$ cat config.mk
export PLATFORM = sky130hd
export DESIGN_NAME = iserdese3_4to10_align
export DESIGN_NICKNAME = d
export VERILOG_FILES = /design/src/rtl/tmds_rx_pkg.sv /design/src/rtl/gearbox_4to10.sv /design/src/rtl/iserdese3_4to10_align.sv
export SDC_FILE = /design/constraint.sdc
export NUM_CORES = 1
export LEC_CHECK = 0
export BUFFER_PORTS_ARGS = -buffer_cell sky130_fd_sc_hd__buf_2
export CAP_MARGIN = 25
export CORE_MARGIN = 2
export CORE_UTILIZATION = 50
export DETAILED_ROUTE_END_ITERATION = 12
export PLACE_DENSITY = 0.75
export SYNTH_ARGS = -nofsm -noshare
export SYNTH_HDL_FRONTEND = slang
export SYNTH_SLANG_ARGS = --single-unit
$ cat constraint.sdc
create_clock -name clkdiv4 -period 4.4 [get_ports clkdiv4]
set_clock_uncertainty 0.05 [all_clocks]
set_input_delay 0.22 -clock clkdiv4 [delete_from_list [all_inputs] [get_ports clkdiv4]]
set_output_delay 0.22 -clock clkdiv4 [all_outputs]
set_load 0.01 [all_outputs]
$ cat src/rtl/tmds_rx_pkg.sv
// Shared TMDS receive definitions: control tokens, alignment FSM states and
// the token classifier used by the word aligner.
package tmds_rx_pkg;

    localparam logic [9:0] TMDS_CTL0 = 10'h354;
    localparam logic [9:0] TMDS_CTL1 = 10'h0AB;
    localparam logic [9:0] TMDS_CTL2 = 10'h154;
    localparam logic [9:0] TMDS_CTL3 = 10'h2AB;

    typedef enum logic [2:0] {
        HUNT,
        SLIP,
        SETTLE,
        CONFIRM,
        LOCKED
    } align_state_t;

    function automatic logic is_ctl_token(input logic [9:0] w);
        return (w == TMDS_CTL0) || (w == TMDS_CTL1) ||
               (w == TMDS_CTL2) || (w == TMDS_CTL3);
    endfunction

endpackage

$ cat src/rtl/gearbox_4to10.sv
// 4-bit to 10-bit repacker with a one-bit slip; the buffer keeps the oldest
// bit at position 0 and never holds more than 9 bits between cycles.
module gearbox_4to10 (
    input  logic       clkdiv4,
    input  logic       rxrst,
    input  logic [3:0] rxdata,
    input  logic       slip,
    output logic [9:0] word,
    output logic       valid
);

    logic [12:0] bit_buf_reg, bit_buf_next;
    logic [3:0]  cnt_reg, cnt_next;
    logic [9:0]  word_reg, word_next;
    logic        valid_reg, valid_next;
    logic [12:0] raw;
    logic [12:0] comb;
    logic [4:0]  n;

    always_comb begin
        // Bits above cnt in the buffer are always zero, so OR-merging is safe.
        raw          = ({9'd0, rxdata} << cnt_reg) | bit_buf_reg;
        comb         = slip ? (raw >> 1) : raw;
        n            = {1'b0, cnt_reg} + (slip ? 5'd3 : 5'd4);
        word_next    = word_reg;
        valid_next   = 1'b0;
        bit_buf_next = comb;
        cnt_next     = n[3:0];
        if (n >= 5'd10) begin
            word_next    = comb[9:0];
            valid_next   = 1'b1;
            bit_buf_next = comb >> 10;
            cnt_next     = 4'(n - 5'd10);
        end
    end

    always_ff @(posedge clkdiv4) begin
        if (rxrst) begin
            bit_buf_reg <= '0;
            cnt_reg     <= '0;
            word_reg    <= '0;
            valid_reg   <= 1'b0;
        end else begin
            bit_buf_reg <= bit_buf_next;
            cnt_reg     <= cnt_next;
            word_reg    <= word_next;
            valid_reg   <= valid_next;
        end
    end

    assign word  = word_reg;
    assign valid = valid_reg;

endmodule

$ cat src/rtl/iserdese3_4to10_align.sv
// TMDS character aligner: repacks ISERDESE3 4-bit words into 10-bit characters
// and bitslips until a run of control tokens marks the character boundary.
module iserdese3_4to10_align
    import tmds_rx_pkg::*;
#(
    parameter int SEARCH_WORDS = 4096,
    parameter int LOCK_TOKENS  = 8,
    parameter int LOSS_WORDS   = 8192,
    parameter int SETTLE_WORDS = 2
) (
    input  logic       clkdiv4,
    input  logic       rxrst,
    input  logic [3:0] rxdata,
    output logic [9:0] rx_word,
    output logic       rx_valid,
    output logic       locked,
    output logic [3:0] slip_cnt
);

    localparam int SW_W = (SEARCH_WORDS > 1) ? $clog2(SEARCH_WORDS) : 1;
    localparam int TK_W = (LOCK_TOKENS  > 1) ? $clog2(LOCK_TOKENS)  : 1;
    localparam int LW_W = (LOSS_WORDS   > 1) ? $clog2(LOSS_WORDS)   : 1;
    localparam int ST_W = (SETTLE_WORDS > 1) ? $clog2(SETTLE_WORDS) : 1;

    align_state_t    state_reg, state_next;
    logic [SW_W-1:0] search_cnt_reg, search_cnt_next;
    logic [TK_W-1:0] tok_cnt_reg, tok_cnt_next;
    logic [LW_W-1:0] idle_cnt_reg, idle_cnt_next;
    logic [ST_W-1:0] settle_cnt_reg, settle_cnt_next;
    logic [3:0]      slip_cnt_reg, slip_cnt_next;
    logic            locked_reg;
    logic            tok;

    gearbox_4to10 u_gearbox (
        .clkdiv4 (clkdiv4),
        .rxrst   (rxrst),
        .rxdata  (rxdata),
        .slip    (state_reg == SLIP),
        .word    (rx_word),
        .valid   (rx_valid)
    );

    assign tok = is_ctl_token(rx_word);

    always_comb begin
        state_next      = state_reg;
        search_cnt_next = search_cnt_reg;
        tok_cnt_next    = tok_cnt_reg;
        idle_cnt_next   = idle_cnt_reg;
        settle_cnt_next = settle_cnt_reg;
        slip_cnt_next   = slip_cnt_reg;
        case (state_reg)
            HUNT: if (rx_valid) begin
                if (tok) begin
                    state_next   = CONFIRM;
                    tok_cnt_next = TK_W'(1);
                end else if (search_cnt_reg == SW_W'(SEARCH_WORDS - 1)) begin
                    state_next = SLIP;
                end else begin
                    search_cnt_next = search_cnt_reg + SW_W'(1);
                end
            end
            SLIP: begin
                // Words that land while slipping are ignored; SETTLE flushes the rest.
                state_next      = SETTLE;
                settle_cnt_next = '0;
                slip_cnt_next   = (slip_cnt_reg == 4'd9) ? 4'd0 : slip_cnt_reg + 4'd1;
            end
            SETTLE: if (rx_valid) begin
                if (settle_cnt_reg == ST_W'(SETTLE_WORDS - 1)) begin
                    state_next      = HUNT;
                    search_cnt_next = '0;
                end else begin
                    settle_cnt_next = settle_cnt_reg + ST_W'(1);
                end
            end
            CONFIRM: if (rx_valid) begin
                if (!tok) begin
                    state_next      = HUNT;
                    search_cnt_next = '0;
                end else if (tok_cnt_reg == TK_W'(LOCK_TOKENS - 1)) begin
                    state_next    = LOCKED;
                    idle_cnt_next = '0;
                end else begin
                    tok_cnt_next = tok_cnt_reg + TK_W'(1);
                end
            end
            LOCKED: if (rx_valid) begin
                if (tok) begin
                    idle_cnt_next = '0;
                end else if (idle_cnt_reg == LW_W'(LOSS_WORDS - 1)) begin
                    state_next      = HUNT;
                    search_cnt_next = '0;
                end else begin
                    idle_cnt_next = idle_cnt_reg + LW_W'(1);
                end
            end
            default: state_next = HUNT;
        endcase
    end

    always_ff @(posedge clkdiv4) begin
        if (rxrst) begin
            state_reg      <= HUNT;
            search_cnt_reg <= '0;
            tok_cnt_reg    <= '0;
            idle_cnt_reg   <= '0;
            settle_cnt_reg <= '0;
            slip_cnt_reg   <= '0;
            locked_reg     <= 1'b0;
        end else begin
            state_reg      <= state_next;
            search_cnt_reg <= search_cnt_next;
            tok_cnt_reg    <= tok_cnt_next;
            idle_cnt_reg   <= idle_cnt_next;
            settle_cnt_reg <= settle_cnt_next;
            slip_cnt_reg   <= slip_cnt_next;
            locked_reg     <= (state_next == LOCKED);
        end
    end

    assign locked   = locked_reg;
    assign slip_cnt = slip_cnt_reg;

endmodule

======== Yosys cells after proc, flatten, opt, wreduce, memory -nomap -nowiden ========
Index checks and enable logic that the tools add are counted.
storage, ports and cells
  bits in registers ....................... 65
  output and inout port bits .............. 16
operators by class
  $add $sub $neg .......................... 7
  magnitude comparators ................... 1
  bitwise logic cells ..................... 1
  reductions and logical operators ........ 13
  shift-type cells ........................ 1
  equality and inequality tests ........... 28
  multiplexer cells ....................... 45
operator list
  kind                   count
  $mux 12                10
  $mux 13                7
  $mux 3                 18
  $pmux 12 s4            1
  $pmux 13 s2            1
  $eq 10x10->1 const B   2
  $ne 2x2->1 const B     10
  $pmux 3 s5             1
  $add 13x1->13 const B  1
  $eq 13x13->1 const B   1
  $or 13x13->13          1
  $shl 4x4->13           1
  $add 12x1->12 const B  1
  $eq 12x12->1 const B   1
  $reduce_and 6->1       2
  $reduce_and 11->1      1
  $eq 10x8->1 const B    1
  $eq 10x9->1 const B    1
  $eq 3x3->1 const B     3
  $mux 4                 2
  $ne 2x1->1 const B     4
  $eq 3x2->1 const B     2
  $pmux 3 s2             1
  $reduce_bool 2->1      3
  other kinds (16)       20

======== Longest topological paths before layout ========
  word-level depth ........................ 8
  mapped depth ............................ 18
  mapped depth without buffers ............ 15

======== Hierarchy ========
A second synthesis with hierarchy kept.
unflattened totals
  cell total of the unflattened synthesis .. 416
  area, all modules ....................... 3532.1 µm²
by module, submodules not included
  module                 cells an instance  area an instance (µm²)  instances
  iserdese3_4to10_align  252                2048.2                  1
  gearbox_4to10          164                1483.9                  1

======== Worst setup path before layout ========
OpenSTA, ideal clock, no wires.
  path kind ............................... register to register
  start ................................... register state_reg[2]
  end ..................................... register u_gearbox.word_reg[0] (netlist: u_gearbox.word[0])
  required time ........................... 4222 ps
  slack ................................... 852 ps
  stages on the path, launching flop included .. 19
  period minus slack after synthesis ...... 3548 ps
  library setup time ...................... 128 ps
  arrival time ............................ 3371 ps
  cells stage by stage .................... dfxtp_1 > clkbuf_1 > nor2_1 > nand2_1 > inv_1 > buf_1 > ha_1 > inv_1 > fa_1 > xnor2_1 > inv_1 > ha_1 > o31a_1 > nor2b_1 > o22a_1 > buf_2 > buf_2 > mux2i_1 > nor2_1
on the way
  longest elaborated chain between the ends .. 4
  elaborated cells between the ends (all ways) .. 5
  those cells by class .................... add/sub (1); order compare (1); eq/ne (1); mux (2)
RTL lines
  element                 RTL line                      text
  from (decl)             iserdese3_4to10_align.sv:25   align_state_t state_reg, state_next;
  from (signal assigned)  iserdese3_4to10_align.sv:112  state_reg <= state_next;
  $eq 3x1->1 *            iserdese3_4to10_align.sv:38   .slip (state_reg == SLIP),
  $mux 3                  gearbox_4to10.sv:24           n = {1'b0, cnt_reg} + (slip ? 5'd3 : 5'd4);
  $add 4x3->5             gearbox_4to10.sv:24
  $ge 5x4->1              gearbox_4to10.sv:29           if (n >= 5'd10) begin
  to (signal assigned)    gearbox_4to10.sv:46           word_reg <= word_next;
  to (decl)               gearbox_4to10.sv:14           logic [9:0] word_reg, word_next;
Every way passes the cells marked *; elsewhere a longest branch is shown, timed or not.
A chain may end at the register's enable or synchronous reset.

======== Worst setup path after layout ========
  start ................................... register state_reg[2]
  end ..................................... register u_gearbox.word_reg[1] (netlist: u_gearbox.word[1])
Same word-level chain as after synthesis.

==> results.tsv <==
metric	value	unit
rrSetupSlack	0.83	ns
setup_violations	0	
crit_required	4.57	ns
root_buffer	clkbuf_8	
dp_slack	0.9125	ns
fin_nets	439	
start_kind	register	
postSynth.asyncResetShare	0	%
synth_ff_type	dfxtp_1	
synth_top_family_by_area	simple AND/OR/NAND/NOR gates	
routabilityCongestion	0.8385	
yosysTopAreaCellShare	38.76	%
status	completed	
wl	7.369	mm
fmaxAchievable	280.0	MHz
cts.clk_slew.worst_paths	0.08	ns
avgRoutedWirePerCell	14.56	um
cp-end-kind	register	
core	6422	um^2
crit_slowest_cell	dfxtp_1	
synthAdderAreaFrac	3.578	%
drtIter0Drc	155	
die_w	85.94	um
syn_avg_cell_area	8.289	um^2
cts_made_buffers	9	
cap_violations	0	
worstHoldPathCells	2	
synth_compound_area_share	18.86	%
cp-startpoint	state_reg[2]$_SDFF_PP0_	
crit_type	reg2reg	
finalCritPeriodShare	81.16	%
endpoint	u_gearbox.word[1]$_SDFFE_PP0N_	
cp.arrival	3.74	ns
place_inst	490	
num_vias	2994	
start_util	52.27	%
cts_hold_buf	0	
reg2reg_to	u_gearbox.word[1]$_SDFFE_PP0N_	
synth_area_leaders	dfxtp_1 (39%), nor2_1 (7.2%), mux2i_1 (4.8%), a21oi_1 (3.6%), o21ai_0 (3.4%)	
rsz0062_at_grt	false	
path_cells	nor2_1 -> nand2_1 -> buf_4 -> inv_1 -> ha_1 -> inv_1 -> fa_1 -> xnor2_1 -> inv_1 -> ha_1 -> o31a_1 -> nor2b_1 -> o22a_1 -> buf_4 -> mux2i_1 -> nor2_1	
cts_tree	built	
seq_area_frac_synth	38.76	%
final_cell_area	3719	um^2
synth_edf_count	0	
num-fill-cells	575	
period_needed	3.571	ns
io_buffers	21	
post-dp-hpwl	5.158	mm
instances_no_fill	506	
powerDensity	484.6	nW/um^2
synth_top_cell_by_area	dfxtp_1	
clock-sinks	65	
crit_top_cell	inv_1	
syn_inst	405	
grt_pass1_vias	2705	
num_antenna_cells	0	
mappedNetlistNets	420	
ctsResizeCount	0	
ios	22	
min_path_type	in2reg	
r2r-start	state_reg[2]$_SDFF_PP0_	
remaining_drc_errors	0	
utilization	57.90	%
dieHeight	85.94	um
synthSimpleGateAreaFrac	27.10	%
via_per_inst	5.917	
critical_path_depth	16	
netlist_area	3357	um^2
synth_xor_xnor_area_share	3.131	%
drv_slew	0	
worstMarginPinSlew	0.6332	ns
layout_commonest_cell	dfxtp_1	
regArea	1301	um^2
die_area	7386	um^2
synth-seq-cells	65	
firstDrtPassIters	5	
power.total	1.802	mW
groute.usage.overall	20.94	%
clk_latency	0.35	ns
cts_setup_buffers	0	
crit_path_max_incr_delay	0.44	ns
cts_max_path_buffers	2	
antenna_found_initial	0	
yosys.cell_types.count	62	
crit_family	adder cells	
cts-htree-levels	3	
final_cell_mix	dfxtp_1 (65), nor2_1 (64), nand2_1 (29)	
cp_max_fo	16	
grt_pass1_wl	12.39	mm
drive_above_1_share	12.59	%
peakVddDrop	0.3681	mV
tns	0	ns
reg2reg_depth	16	
ys.warnings.count	0	
drtAntennaViolNets	0	
final_hold_viol_count	0	
whs	0.3078	ns
critPathBufInv	5	
synthToLayoutAreaGrowth	10.77	%
worst_slack	0.8288	ns
synthMuxAreaShare	5.442	%
multi_input_area	1951	um^2
grt_overflow	0	
max-slew-margin-rel	57.69	%
placed_cell_area	3517	um^2
row_count	29	
grt_start_max_net_pins	31	
total_leakage_power	1.507	nW
==> worst min path at each step <==
stage / startpoint / to / slack, ns
finish: rxrst / slip_cnt[0]$_SDFFE_PP0P_ / 0.31
global route: rxrst / slip_cnt[1]$_SDFFE_PP0P_ / 0.31
CTS: rxrst / slip_cnt[2]$_SDFFE_PP0P_ / 0.30
detailed placement: search_cnt_reg[11]$_SDFFE_PP0P_ / search_cnt_reg[11]$_SDFFE_PP0P_ / 0.43
global placement: search_cnt_reg[10]$_SDFFE_PP0P_ / search_cnt_reg[10]$_SDFFE_PP0P_ / 0.41
floorplan: search_cnt_reg[10]$_SDFFE_PP0P_ / search_cnt_reg[10]$_SDFFE_PP0P_ / 0.39
==> per-layer routing <==
metal,vias up,share of wire [%],track usage [%]
met2,75,45,31.43
met1,1399,49,28.93
li1,1505,-,-
met4,0,1.8,9.235
met5,-,0,0
met3,15,4.5,4.427
==> area by class of cell <==
cell class / count / share of cell area, %
clock buffer: 9 / 3.331
clock inverter: 7 / 2.086
sequential: 65 / 34.99
multi-input combinational: 313 / 52.46
tap: 77 / 2.591
timing repair buffer: 24 / 3.432
inverter: 11 / 1.110
==> Yosys cell counts (3+ instances only) <==
cell,n
xnor2_1,8
a21oi_1,24
nand4_1,6
and2_1,9
clkbuf_1,12
o41ai_1,3
a21o_1,3
nor2_1,64
o21ai_0,23
nor2b_1,8
o31ai_1,5
nand3_1,16
ha_1,8
nor3b_1,5
xor2_1,4
inv_1,11
a22oi_1,8
and3_1,5
dfxtp_1,65
buf_2,3
nor3_1,10
mux2i_1,16
nand2_1,29
nand2b_1,6
==> power breakdown <==
group          total, mW  internal, mW  switching [mW]
Combinational      0.542         0.227           0.315
Sequential         0.739         0.664          0.0749
Clock              0.521         0.266           0.255
Total               1.80          1.16           0.645
==> worst register-to-register path: stages (launching register included) <==
cell and delay, ns:
dfxtp_1 0.44, nor2_1 0.22, nand2_1 0.08, buf_4 0.21, inv_1 0.10, ha_1 0.16
inv_1 0.05, fa_1 0.39, xnor2_1 0.26, inv_1 0.07, ha_1 0.23, o31a_1 0.14
nor2b_1 0.13, o22a_1 0.37, buf_4 0.27, mux2i_1 0.23, nor2_1 0.06
==> cell families after synthesis <==
logic type               Yosys count
AO/OA/AOI/OAI                     95
XOR/XNOR                          12
adder cells (fa/ha/maj)            9
buffers and inverters             27
flip-flops                        65
multiplexers                      18
AND/OR/NAND/NOR                  179
Note: power is estimated with default switching activity, not from simulation.
